===== src/rtl/alu_exec_unit.sv =====
// Execute-stage ALU: single-cycle ops with registered results, plus an
// iterative shift-add multiply-accumulate onto a double-width accumulator.
module alu_exec_unit #(
  parameter int WIDTH = 32
) (
  input  logic               CLK,
  input  logic               Reset,
  input  logic               InValid,
  input  logic [3:0]         ALUCtrl,
  input  logic [WIDTH-1:0]   BusA,
  input  logic [WIDTH-1:0]   BusB,
  input  logic [4:0]         Shamt,
  input  logic               AccClear,
  output logic [WIDTH-1:0]   ALUResult,
  output logic               Zero,
  output logic               Overflow,
  output logic               OutValid,
  output logic               Busy,
  output logic [2*WIDTH-1:0] AccOut
);

  localparam int CW = $clog2(WIDTH) + 1;

  localparam logic [3:0] OP_AND  = 4'b0000;
  localparam logic [3:0] OP_OR   = 4'b0001;
  localparam logic [3:0] OP_ADD  = 4'b0010;
  localparam logic [3:0] OP_SLL  = 4'b0011;
  localparam logic [3:0] OP_SRL  = 4'b0100;
  localparam logic [3:0] OP_MULA = 4'b0101;
  localparam logic [3:0] OP_SUB  = 4'b0110;
  localparam logic [3:0] OP_SLT  = 4'b0111;
  localparam logic [3:0] OP_ADDU = 4'b1000;
  localparam logic [3:0] OP_SUBU = 4'b1001;
  localparam logic [3:0] OP_XOR  = 4'b1010;
  localparam logic [3:0] OP_SLTU = 4'b1011;
  localparam logic [3:0] OP_NOR  = 4'b1100;
  localparam logic [3:0] OP_SRA  = 4'b1101;
  localparam logic [3:0] OP_LUI  = 4'b1110;

  typedef enum logic [1:0] {
    S_IDLE,
    S_MUL,
    S_ACC
  } state_t;

  state_t r_state;
  state_t w_next;

  logic [2*WIDTH-1:0] r_acc;
  logic [2*WIDTH-1:0] r_mcand;
  logic [2*WIDTH-1:0] r_prod;
  logic [WIDTH-1:0]   r_mplier;
  logic [CW-1:0]      r_cnt;
  logic               r_sign;
  logic [WIDTH-1:0]   r_result;
  logic               r_zero;
  logic               r_ovf;
  logic               r_valid;

  logic               w_accept;
  logic               w_is_mula;
  logic               w_last;
  logic [WIDTH-1:0]   w_sum;
  logic [WIDTH-1:0]   w_diff;
  logic [WIDTH-1:0]   w_res;
  logic               w_ovf;
  logic [WIDTH-1:0]   w_abs_a;
  logic [WIDTH-1:0]   w_abs_b;
  logic [2*WIDTH-1:0] w_acc_add;
  logic [2*WIDTH-1:0] w_acc_new;

  assign w_accept  = InValid && (r_state == S_IDLE);
  assign w_is_mula = (ALUCtrl == OP_MULA);
  assign w_last    = (r_cnt == CW'(WIDTH - 1));
  assign w_sum     = BusA + BusB;
  assign w_diff    = BusA - BusB;
  assign w_abs_a   = BusA[WIDTH-1] ? -BusA : BusA;
  assign w_abs_b   = BusB[WIDTH-1] ? -BusB : BusB;
  assign w_acc_add = r_sign ? -r_prod : r_prod;
  assign w_acc_new = r_acc + w_acc_add;

  always_comb begin
    w_res = '0;
    w_ovf = 1'b0;
    unique case (ALUCtrl)
      OP_AND:  w_res = BusA & BusB;
      OP_OR:   w_res = BusA | BusB;
      OP_XOR:  w_res = BusA ^ BusB;
      OP_NOR:  w_res = ~(BusA | BusB);
      OP_ADD: begin
        w_res = w_sum;
        w_ovf = (BusA[WIDTH-1] == BusB[WIDTH-1]) &&
                (w_sum[WIDTH-1] != BusA[WIDTH-1]);
      end
      OP_SUB: begin
        w_res = w_diff;
        w_ovf = (BusA[WIDTH-1] != BusB[WIDTH-1]) &&
                (w_diff[WIDTH-1] != BusA[WIDTH-1]);
      end
      OP_ADDU: w_res = w_sum;
      OP_SUBU: w_res = w_diff;
      OP_SLT:  w_res = WIDTH'($signed(BusA) < $signed(BusB));
      OP_SLTU: w_res = WIDTH'(BusA < BusB);
      OP_SLL:  w_res = BusB << Shamt;
      OP_SRL:  w_res = BusB >> Shamt;
      OP_SRA:  w_res = $signed(BusB) >>> Shamt;
      OP_LUI:  w_res = {BusB[15:0], {(WIDTH-16){1'b0}}};
      default: w_res = '0;
    endcase
  end

  always_comb begin
    w_next = r_state;
    unique case (r_state)
      S_IDLE:  if (w_accept && w_is_mula) w_next = S_MUL;
      S_MUL:   if (w_last) w_next = S_ACC;
      S_ACC:   w_next = S_IDLE;
      default: w_next = S_IDLE;
    endcase
  end

  always_ff @(posedge CLK) begin
    if (Reset) r_state <= S_IDLE;
    else       r_state <= w_next;
  end

  always_ff @(posedge CLK) begin
    if (Reset) begin
      r_acc    <= '0;
      r_mcand  <= '0;
      r_prod   <= '0;
      r_mplier <= '0;
      r_cnt    <= '0;
      r_sign   <= 1'b0;
      r_result <= '0;
      r_zero   <= 1'b0;
      r_ovf    <= 1'b0;
      r_valid  <= 1'b0;
    end else begin
      r_valid <= 1'b0;
      unique case (r_state)
        S_IDLE: begin
          if (AccClear) r_acc <= '0;
          if (w_accept) begin
            if (w_is_mula) begin
              r_mcand  <= {{WIDTH{1'b0}}, w_abs_a};
              r_mplier <= w_abs_b;
              r_sign   <= BusA[WIDTH-1] ^ BusB[WIDTH-1];
              r_prod   <= '0;
              r_cnt    <= '0;
            end else begin
              r_result <= w_res;
              r_zero   <= (w_res == '0);
              r_ovf    <= w_ovf;
              r_valid  <= 1'b1;
            end
          end
        end
        S_MUL: begin
          if (r_mplier[0]) r_prod <= r_prod + r_mcand;
          r_mcand  <= r_mcand << 1;
          r_mplier <= r_mplier >> 1;
          r_cnt    <= r_cnt + CW'(1);
        end
        S_ACC: begin
          r_acc    <= w_acc_new;
          r_result <= w_acc_new[WIDTH-1:0];
          r_zero   <= (w_acc_new[WIDTH-1:0] == '0);
          r_ovf    <= 1'b0;
          r_valid  <= 1'b1;
        end
        default: ;
      endcase
    end
  end

  assign ALUResult = r_result;
  assign Zero      = r_zero;
  assign Overflow  = r_ovf;
  assign OutValid  = r_valid;
  assign Busy      = (r_state != S_IDLE);
  assign AccOut    = r_acc;

endmodule


===== config.mk =====
export PLATFORM = sky130hd
export DESIGN_NAME = alu_exec_unit
export DESIGN_NICKNAME = d
export VERILOG_FILES = /design/src/rtl/alu_exec_unit.sv
export SDC_FILE = /design/constraint.sdc
export NUM_CORES = 2
export LEC_CHECK = 0
export ABC_CLOCK_PERIOD_IN_PS = 13810
export CORE_MARGIN = 2
export CORE_UTILIZATION = 52
export CTS_CLUSTER_DIAMETER = 200
export DETAILED_ROUTE_END_ITERATION = 7
export PLACE_DENSITY = 0.8
export SLEW_MARGIN = 20
export SYNTH_ARGS = -nofsm -noshare
export SYNTH_HDL_FRONTEND = slang
export SYNTH_SLANG_ARGS = --single-unit
export TNS_END_PERCENT = 100

===== constraint.sdc =====
create_clock -name CLK -period 13.81 [get_ports CLK]
set_input_delay 2.762 -clock CLK [delete_from_list [all_inputs] [get_ports CLK]]
set_output_delay 2.762 -clock CLK [all_outputs]
set_load 0.01 [all_outputs]

* Word level (Yosys, flattened, before mapping)
Index checks and enable logic that the tools add are counted.
** Storage, ports and cells
- Logic and storage cells :: 111
- Output and inout port bits :: 100
- Bits of input ports :: 77
- Register bits :: 268
** Operators by class
- Shifts and indexed selects :: 3
- Equality and inequality tests :: 28
- Reductions and logical operators :: 19
- Mux-type cells :: 35
- Add/subtract/negate cells :: 8
- Magnitude comparators :: 2
- Bitwise gates (word level) :: 5
** Operators by type and width (count)
- $mux 64 :: 7
- $pmux 32 s12 :: 1
- $pmux 64 s2 :: 3
- $mux 32 :: 6
- $add 64x64->64 :: 2
- $pmux 32 s2 :: 2
- $logic_not 32->1 :: 2
- $lt 32x32->1 :: 2
- $neg 32->32 :: 2
- $neg 64->64 :: 1
- $add 32x32->32 :: 1
- $and 32x32->32 :: 1
- $not 32->32 :: 1
- $or 32x32->32 :: 1
- $shl 32x5->32 :: 1
- $shr 32x5->32 :: 1
- $sshr 32x5->32 :: 1
- $sub 32x32->32 :: 1
- $xor 32x32->32 :: 1
- $eq 4x4->1 const B :: 7
- $eq 4x3->1 const B :: 4
- $mux 6 :: 2
- $ne 2x2->1 const B :: 6
- $pmux 6 s2 :: 1
- 22 further kinds :: 43

* Depth between registers and ports, before layout
- Depth after elaboration :: 7
- Depth in mapped cells :: 24
- Depth with buffers taken out :: 22

* Least setup slack after synthesis
OpenSTA, ideal clock, no wires.
- Kind :: input port to flip-flop
- From :: in Shamt[1]
- To :: reg r_zero, in the netlist Zero
- Arrival time :: 6.298 ns
- Path slack :: 7.452 ns
- Data required time :: 13.751 ns
- Stages on the path :: 17
- Setup time :: 0.059 ns
- Buffers on the path :: 5
- Cells stage by stage :: buf_2 > buf_2 > buf_2 > buf_1 > buf_2 > mux2_2 > mux2i_1 > a21oi_1 > a221oi_1 > mux2i_1 > a211o_1 > nor3_1 > nand3_1 > nor4_1 > nand4b_1 > nor4_1 > a41o_1
** Between the ends
- Longest elaborated chain between the ends :: 6
- Elaborated cells on any way between the ends :: 8
- Those cells by class :: shift (3); mux (4); reduce/logical (1)
** RTL lines
- from (decl) :: line 12 : input logic [4:0] Shamt,
- $sshr 32x5->32, or another cell as far along :: line 106 : OP_SRA: w_res = $signed(BusB) >>> Shamt;
- $pmux 32 s12 (*) :: line 85 : unique case (ALUCtrl)
- $logic_not 32->1 (*) :: line 153 : r_zero <= (w_res == '0);
- $mux 1 (*) :: line 145 : if (w_is_mula) begin
- $mux 1 (*) :: line 144 : if (w_accept) begin
- $pmux 1 s2 (*) :: line 141 : unique case (r_state)
- to (signal assigned) :: line 153
- to (signal assigned) :: line 168 : r_zero <= (w_acc_new[WIDTH-1:0] == '0);
- to (decl) :: line 56 : logic r_zero;
Mark *: on every way between the ends. The rest lies on a longest branch, timed or not. The select of a mux whose other input is x is not followed.
A chain may end at the register's enable or synchronous reset.

* Worst setup path in the final report
- From :: in BusB[8]
- To :: reg r_zero, in the netlist Zero
** Between the ends
- Longest elaborated chain between the ends :: 7
- Elaborated cells on any way between the ends :: 16
- Those cells by class :: add/sub (2); order compare (2); shift (3); mux (4); bitwise (4); reduce/logical (1)
** RTL lines
- from (decl) :: line 11 : input logic [WIDTH-1:0] BusB,
- parallel branches: the longest is 2 deep, another holds $sub 32x32->32
- $pmux 32 s12 (*) :: line 85
- $logic_not 32->1 (*) :: line 153
- $mux 1 (*) :: line 145
- $mux 1 (*) :: line 144
- $pmux 1 s2 (*) :: line 141
Every way passes the cells marked *. The select of a mux whose other input is x is not followed.

==> qor.csv <==
metric,value,unit
fin_skew,33.80,ps
tns,0,ps
fill_cells,5302,
post_cts_buffers,0,
drv_cap,0,
placed_area,0.03162,sq mm
relSlewSlack,25.62,%
synth_area,0.02946,sq mm
path_max_fanout,14,
yosys.area_share.simple,21.09,%
cts_hold_buf,0,
nets,4219,
layout_min_cycle_time,7762,ps
dr.pass1.iters,8,
synth_nets,4239,
overflow,0,
insertion_delay,590,ps
hold_violations,0,
critical-path-max-stage-delay,1040,ps
grt.total_usage,38.44,%
grt_pass1_wl,178100,microns
syn_avg_cell_area,7.499,sq um
hpwlAfterDp,87680,microns
initial_core_util,52.44,%
grt_max_degree,89,
cts.sinks,268,
worst_slack,6048,ps
path_class,primary input to flip-flop,
dp_cells,4634,
setup_viol,0,
critPathCaptureType,flip-flop,
ys.warnings.count,0,
p_leak,13.18,nW
drive_above_1_share,7.252,%
wl_per_cell,25.14,microns
cts_made_buffers,28,
fin_area,0.03269,sq mm
fmax,128.8,MHz
synth.area.top_cells,"dfxtp_1, ha_1, nand2_1, xnor2_1, a21oi_1",
ys_seq_elements,268,
ys_seq_area_share,18.21,%
ioPinCount,177,
fp-row-count,87,
antenna_found_initial,4,
drc_errors,6,
cts_root_buf,clkbuf_16,
ff_latch_area,0.005366,sq mm
drt_iter0_markers,4069,
synth_compound_area_share,29.18,%
htreeDepth,1,
ant_nets,0,
cts_tree,done,
start_kind,primary input,
slew_viol_final,0,
vias,31870,
critPathSlowestCell,clkdlybuf4s50_1,
coreArea,0.05617,sq mm
vias_per_cell,6.799,
cp.arrival,8270,ps
syn_inst,3928,
yosysTopAreaCell,dfxtp_1,
postRouteWirelength,117800,microns
synthAdderAreaFrac,10.04,%
peakVddDrop,0.00008481,V
clkTransAtPathRegs,70,ps
power.density,70.60,mW/mm^2
netlist.area_leader.share,18.21,%
synth-edff-count,0,
synth.area.mux_share,8.397,%
synth_top_family_by_area,compound AO/OA/AOI/OAI gates,
multiInputGateArea,0.02252,sq mm
fin_cells,4687,
gp_routability_congestion,1.104,
required,14320,ps
violations,DRC,
synth_flop_cell,dfxtp_1,
async_flop_share,0,%
rsz0062_at_grt,false,
port_buffers,176,
holdCritPathClass,flip-flop to flip-flop,
status,"finished, violations left",
worst_pin_slew,1112,ps
cts-resized-gates,0,
die_area,0.05857,sq mm
fin_crit_sh,56.20,%
synth_cell_types,94,
die_h,242.0,microns
clockBufferDepth,3,
die_w,242.0,microns
synth_xor_area_share,7.433,%
place_ws,5721,ps
areaGrowthSynthToFinish,10.97,%
cp_cell_sequence,clkdlybuf4s50_1 -> inv_1 -> ha_1 -> inv_1 -> a21o_1 -> a311o_1 -> a31oi_1 -> o21ba_2 -> o221ai_1 -> a21oi_1 -> or4bb_1 -> nor4_1 -> nand4b_1 -> nor4_1 -> a41o_1,
grt_pass1_vias,29110,
-- routing by layer --
layer / up-vias / wire, microns / global-route usage (%)
li1: 14560 / - / -
met1: 14990 / 46550 / 49.90
met2: 1886 / 50600 / 58.60
met3: 419 / 12410 / 8.031
met4: 6 / 8240 / 23.26
met5: - / 40 / 0
-- flip-flops by register name, indices dropped and copies added (netlist names) --
register,flops
r_sign,1
ALUResult,32
OutValid,1
r_mcand,64
Overflow,1
AccOut,64
Zero,1
r_prod,64
r_cnt,6
r_mplier,32
r_state,2
-- logic make-up after synthesis --
group,after synthesis
simple gates,1313
compound gates,1275
buf+inv,433
flops,268
xor+xnor,250
fa+ha+maj,234
mux,155
-- per-stage QoR --
stage	total power, mW	hold slack [ps]	util (%)
2_1_floorplan	1.193	432.1	-
3_3_place_gp	1.422	440.8	56.29
3_5_place_dp	1.420	448.6	56.29
4_1_cts	2.287	458.9	58.19
5_1_grt	2.372	483.3	58.19
6_report	2.308	462.8	58.20
-- synthesized netlist by cell type (15+ instances only) --
| cell type | instances |
|---|---|
| o221ai_1 | 18 |
| a221oi_1 | 29 |
| nor2_1 | 298 |
| buf_2 | 23 |
| mux4_2 | 71 |
| a21o_1 | 96 |
| or3_1 | 24 |
| o41ai_1 | 22 |
| nand3_1 | 144 |
| a211oi_1 | 50 |
| nand2_1 | 467 |
| nor2b_1 | 38 |
| o21ai_0 | 203 |
| inv_1 | 137 |
| xor2_1 | 54 |
| nand4_1 | 41 |
| nor4_1 | 30 |
| nor3_1 | 68 |
| and2_1 | 21 |
| or4_1 | 16 |
| nand2b_1 | 59 |
| mux2_2 | 27 |
| mux2i_1 | 57 |
| o22ai_1 | 17 |
| o31ai_1 | 52 |
| a31oi_1 | 85 |
| a22o_1 | 29 |
| a21oi_1 | 321 |
| ha_1 | 230 |
| dfxtp_1 | 268 |
| o21a_1 | 22 |
| buf_1 | 23 |
| xnor2_1 | 196 |
| or2_2 | 15 |
| a22oi_1 | 68 |
| a222oi_1 | 29 |
| o21bai_1 | 27 |
| and3_1 | 30 |
| a211o_1 | 18 |
| clkbuf_1 | 246 |
| o211ai_1 | 48 |
-- report_power, final --
part	switching, mW	leakage (nW)	internal (mW)
registers	0.0103	2.17	0.785
clock network	0.360	0.508	0.515
logic	0.407	10.5	0.230
total	0.778	13.2	1.53
-- worst max-delay path: cells and delay by family --
kind / cells / cell delay [ps]
and+or+nand+nor: 4 / 1470
buffers and inverters: 3 / 1480
adders and majority gates: 1 / 560
AOI/OAI and AO/OA: 7 / 1990
-- final cells by class --
class | count | area share, %
sequential | 268 | 16.42
antenna | 1 | 0.007656
multi-input combinational | 3227 | 68.90
timing repair buffer | 243 | 6.901
clock inverter | 20 | 0.9608
tap | 756 | 2.894
clock buffer | 32 | 2.312
inverter | 140 | 1.608
-- cells in the final DEF, fill, tap and decap left out, types with 26 or more instances in the layout --
cell             count
a21o_1              96
nor3_1              68
dfxtp_1            267
xnor2_1            196
a222oi_1            29
o31ai_1             52
nand2_1            467
clkdlybuf4s50_1    172
a22oi_1             68
buf_4               69
a211oi_1            50
clkbuf_16           28
a31oi_1             85
o211ai_1            48
nor2b_1             35
a21oi_1            321
mux4_2              71
mux2_2              27
nand3_1            144
xor2_1              54
nand2b_1            58
o21bai_1            26
nor2_1             294
o21ai_0            203
ha_1               230
and3_1              30
inv_1              137
a221oi_1            29
nor4_1              29
nand4_1             41
mux2i_1             57
a22o_1              29
-- final timing paths --
path,startpoint,to,slack [ps],cells past startpoint
worst min register to register,r_mplier[4]$_SDFFE_PP0P_,r_mplier[3]$_SDFFE_PP0P_,460,2
worst max register to register,r_prod[9]$_SDFFE_PP0P_,AccOut[63]$_SDFFE_PP0P_,7430,18
worst min-delay path,r_mplier[4]$_SDFFE_PP0P_,r_mplier[3]$_SDFFE_PP0P_,460,2
worst max-delay path,BusB[8],Zero$_SDFFE_PP0P_,6050,15
(Power assumes the default switching activity.)
